[src/rtl/sensor_avg_filter.sv]
// Moving-average filter over a 2^LOG2_DEPTH sample window feeding the fixed/float converter.
// Build option: define AVG_ROUND_EN for round-half-up averaging; floor (arithmetic shift) otherwise.
module sensor_avg_filter #(
  parameter int SAMPLE_W   = 16,
  parameter int LOG2_DEPTH = 3,
  parameter int FRAC_BITS  = 4
) (
  input  logic                clk,
  input  logic                rst,
  input  logic                flush,
  input  logic                in_valid,
  output logic                in_ready,
  input  logic [SAMPLE_W-1:0] sample_data,
  output logic                out_valid,
  input  logic                out_ready,
  output logic [31:0]         avg_data,
  output logic [4:0]          avg_fixpointpos,
  output logic                window_full
);

  localparam int DEPTH = 1 << LOG2_DEPTH;
  localparam int SUM_W = SAMPLE_W + LOG2_DEPTH;
  localparam logic [LOG2_DEPTH-1:0] LAST = LOG2_DEPTH'(DEPTH - 1);

  typedef enum logic {FILL = 1'b0, RUN = 1'b1} state_t;

  state_t                     state_q, state_d;
  logic [LOG2_DEPTH-1:0]      count_q;
  logic [LOG2_DEPTH-1:0]      ptr_q;
  logic signed [SUM_W-1:0]    sum_q;
  logic signed [SAMPLE_W-1:0] mem [DEPTH];

  logic                       accept;
  logic                       produce;
  logic signed [SUM_W-1:0]    samp_ext;
  logic signed [SUM_W-1:0]    old_ext;
  logic signed [SUM_W-1:0]    sum_next;
  logic [31:0]                avg_next;

  // Handshake: a transfer happens on an edge where valid && ready. The
  // producer is stalled only while a result is held waiting for the consumer.
  assign in_ready        = !(out_valid && !out_ready);
  assign accept          = in_valid && in_ready;
  assign avg_fixpointpos = 5'(FRAC_BITS);

  assign samp_ext = SUM_W'($signed(sample_data));
  assign old_ext  = SUM_W'(mem[ptr_q]);
  assign sum_next = sum_q + samp_ext - old_ext;

`ifdef AVG_ROUND_EN
  localparam logic signed [SUM_W:0] HALF = (SUM_W + 1)'(1) << (LOG2_DEPTH - 1);
  logic signed [SUM_W:0] rnd_sum;
  assign rnd_sum  = (SUM_W + 1)'(sum_next) + HALF;
  assign avg_next = 32'(rnd_sum >>> LOG2_DEPTH);
`else
  assign avg_next = 32'(sum_next >>> LOG2_DEPTH);
`endif

  // FSM state register
  always_ff @(posedge clk or negedge rst) begin
    if (!rst) state_q <= FILL;
    else      state_q <= state_d;
  end

  // FSM next state
  always_comb begin
    state_d = state_q;
    if (flush)
      state_d = FILL;
    else if (state_q == FILL && accept && count_q == LAST)
      state_d = RUN;
  end

  // FSM outputs: the filling accept that completes the window also emits.
  always_comb begin
    window_full = (state_q == RUN);
    produce     = 1'b0;
    if (!flush && accept)
      produce = (state_q == RUN) || (count_q == LAST);
  end

  // Window storage, running sum, fill counter
  always_ff @(posedge clk or negedge rst) begin
    if (!rst) begin
      count_q <= '0;
      ptr_q   <= '0;
      sum_q   <= '0;
      for (int i = 0; i < DEPTH; i++) mem[i] <= '0;
    end else if (flush) begin
      count_q <= '0;
      ptr_q   <= '0;
      sum_q   <= '0;
      for (int i = 0; i < DEPTH; i++) mem[i] <= '0;
    end else if (accept) begin
      sum_q      <= sum_next;
      mem[ptr_q] <= $signed(sample_data);
      ptr_q      <= ptr_q + 1'b1;
      if (state_q == FILL) count_q <= count_q + 1'b1;
    end
  end

  // Output register: a new result replaces a consumed one on the same edge.
  always_ff @(posedge clk or negedge rst) begin
    if (!rst) begin
      out_valid <= 1'b0;
      avg_data  <= '0;
    end else if (flush) begin
      out_valid <= 1'b0;
      avg_data  <= '0;
    end else if (produce) begin
      out_valid <= 1'b1;
      avg_data  <= avg_next;
    end else if (out_ready) begin
      out_valid <= 1'b0;
    end
  end

endmodule

[config.mk]
export PLATFORM = sky130hd
export DESIGN_NAME = sensor_avg_filter
export DESIGN_NICKNAME = d
export VERILOG_FILES = /design/src/rtl/sensor_avg_filter.sv
export SDC_FILE = /design/constraint.sdc
export NUM_CORES = 1
export LEC_CHECK = 0
export CORE_MARGIN = 3
export CORE_UTILIZATION = 65
export DETAILED_ROUTE_END_ITERATION = 8
export DONT_BUFFER_PORTS = 1
export GPL_TIMING_DRIVEN = 0
export PLACE_DENSITY = 0.81
export SYNTH_ARGS = -nofsm -noshare
export SYNTH_HDL_FRONTEND = slang
export SYNTH_SLANG_ARGS = --single-unit
[constraint.sdc]
create_clock -name clk -period 6.5 [get_ports clk]
set_input_delay 1.3 -clock clk [delete_from_list [all_inputs] [get_ports clk]]
set_output_delay 1.3 -clock clk [all_outputs]
set_load 0.1 [all_outputs]
==> results.cfg <==
[logic_synthesis]
synth_edf_count = 0
synth_top_area_cell = dfrtp_1
postSynthAreaPerCell_sq_um = 8.60
synth_seq_cells = 171
yosys-top-cells-area = dfrtp_1 44%, nand2_1 13%, a21oi_1 8.2%
yosysTopAreaCellShare_pct = 43.8
synth_seq_area_share_pct = 43.8
yosysUniqueCellTypes = 69
ys_dominant_reg_cell = dfrtp_1
synthArstFlopShare_pct = 100
synth_area_sq_um = 9770
synthCells = 1136
yosys_warnings = 0

[clock_network]
cts-buffers-inserted = 17
cts_buffer_depth = 2
clockRootBuffer = clkbuf_16
htreeDepth = 4
cts-hold-fix-buffers = 0
clkTransAtPathRegs_ps = 70
cts_tree = done
cts_resized = 0
worstSkewPairLatency_ps = 430
clock-sinks = 171
post_cts_buffers = 0

[placement]
placed_area_sq_um = 10000
gp_congestion = 0.924
port_buffers = 0
dpl.hpwl_um = 20100

[worst_setup_path]
critPathSlowestCell = clkbuf_1
r2r_setup_slack_ps = 1450
path_class = reg -> reg
rr_endpoint = sum_q[18]
cp.required_ps = 6780
crit_start = ptr_q[0]
arrival_ps = 5330
crit_path_frequent_cell = buf_2
crit_chain = buf_2 -> buf_2 -> buf_2 -> clkbuf_1 -> a221oi_1 -> o22ai_1 -> fa_1 -> fa_1 -> nand2b_1 -> a21oi_1 -> o2111ai_1 -> a311oi_1 -> a211oi_1
r2r.worst_path.cells = 13
cp-start-kind = flop
critPathMaxStageDelay_ps = 520
worstPathMaxFanout = 10
crit_path_end_kind = flop
regToRegStartpoint = ptr_q[0]

[floorplan]
die_w_um = 129
num_rows = 44
io_pins = 61
start_util_pct = 66.7
die_h_um = 129
core_area_sq_um = 14600
dieArea_sq_um = 16500

[sta]
period_needed_ps = 5050
rsz0062_at_grt = false
tightest_slew_ps = 1290
max_freq_mhz = 198
period_share_pct = 77.7
finClkSkew_ps = 7.95
hold_viol = 0
relSlewSlack_pct = 14.0
slew_viol_final = 0
fin_setup_tns_ps = 0
setup_viol = 0

[status]
status = completed

[route]
num_vias = 8598
initialDrtViolationCount = 1000
drcViolationCount = 0
routed_via_density = 6.35
wl_per_cell_um = 21.1
totalWireLength_um = 28600
ant_nets = 0
first_pass_iters = 6

[layout]
antennaDiodeCount = 0
n_fill_cell = 1133
drive_above_1_share_pct = 10.2
nNetsFinal = 1220
area_growth_pct = 8.70
design_area_sq_um = 10600

[global_route]
grt_util_all_layers_pct = 35.9
grt_overflow_total = 0
grt_max_degree = 172
grt_pass1_vias = 8381
grt_pass1_wl_um = 45500
antenna_found_initial = 0

[flow_run]
maxCapViolCount = 0

[pwr]
p_leak_nw = 4.72
irDropWorstVdd_mv = 0.290
p_per_area_nw_per_um2 = 423

[hold_path]
min-delay-start = mem[14]
hold_path.class = reg -> reg
whs_path_depth = 2
hold_end = mem[14]
==> cells in the final DEF, fill, tap and decap left out, types with 7 or more instances in the layout <==
cell type,instances
dfrtp_1,171
o21ai_0,16
a21oi_1,160
ha_1,23
and3_1,9
fa_1,18
nand2_1,330
nor2_1,28
mux4_2,15
nand3_1,21
buf_4,24
clkbuf_16,17
a21o_1,8
a221oi_1,14
xnor2_1,8
clkbuf_1,58
nor3_1,7
inv_1,74
buf_2,24
==> where the power goes <==
group | switching, mW | leakage [nW] | internal [mW]
clock network | 0.451 | 0.298 | 0.619
registers | 0.365 | 2.35 | 1.16
logic | 1.29 | 2.08 | 0.602
total | 2.11 | 4.72 | 2.38
==> synthesized netlist by cell type (16+ instances only) <==
cell,count
buf_4,24
nand3_1,21
buf_2,24
fa_1,18
dfrtp_1,171
a21oi_1,160
ha_1,23
nand2_1,330
inv_1,74
o21ai_0,16
clkbuf_1,57
nor2_1,28
==> per-layer routing <==
metal	share of wire [%]	track usage (%)	vias up
met2	47	56.5	530
met1	39	47.4	4130
met4	4.4	16.8	0
met3	10	8.84	102
met5	0	0	-
li1	-	-	3836
==> stage by stage <==
stage | util, % | hold slack, ps | setup WS (ps) | power (mW) | std cells
final | 72.5 | 521 | 1450 | 4.49 | 1355
after global routing | 72.5 | 540 | 1230 | 4.70 | 1355
after CTS | 72.5 | 524 | 1600 | 4.46 | 1355
after detailed placement | 68.3 | 512 | 1630 | 3.39 | 1323
after global placement | 68.3 | 501 | 1630 | 3.35 | 1323
after floorplan | - | 478 | 2590 | 3.05 | 1139
==> critical path: cells and delay by family (launching register included) <==
family	cells	cell delay [ps]
AOI/OAI and AO/OA	6	1830
buffers and inverters	4	1540
adders and majority gates	2	960
DFF	1	360
and+or+nand+nor	1	200
==> worst max path at each step <==
stage / to / slack [ps] / cells after the start
finish: sum_q[18] / 1450 / 13
global route: sum_q[18] / 1230 / 13
CTS: sum_q[18] / 1600 / 13
detailed placement: sum_q[18] / 1630 / 13
global placement: sum_q[18] / 1630 / 13
floorplan: avg_data[10] / 2590 / 12
==> state kept, by name, summed over array words and instances (netlist names) <==
register,cells
mem,128
sum_q,19
avg_data,16
count_q,3
ptr_q,3
out_valid,1
window_full,1
==> final cells by class <==
| type | count | area [sq um] | area share [%] |
|---|---|---|---|
| Inverter | 75 | 282 | 2.65 |
| Sequential cell | 171 | 4280 | 40.3 |
| Buffer | 111 | 544 | 5.13 |
| Clock inverter | 13 | 165 | 1.56 |
| Tap cell | 184 | 230 | 2.17 |
| Clock buffer | 19 | 443 | 4.17 |
| Multi-Input combinational cell | 782 | 4670 | 44.0 |
==> cell families after synthesis <==
family                   after synthesis  synth area share [%]
buffers and inverters                186                  8.46
adder cells (fa/ha/maj)               41                  6.64
XOR/XNOR                              11                 0.986
flip-flops                           171                  43.8
AND/OR/NAND/NOR                      428                  18.1
AO/OA/AOI/OAI                        270                  17.1
multiplexers                          27                  4.77
other                                  2                0.0769
(Power assumes the default switching activity.)
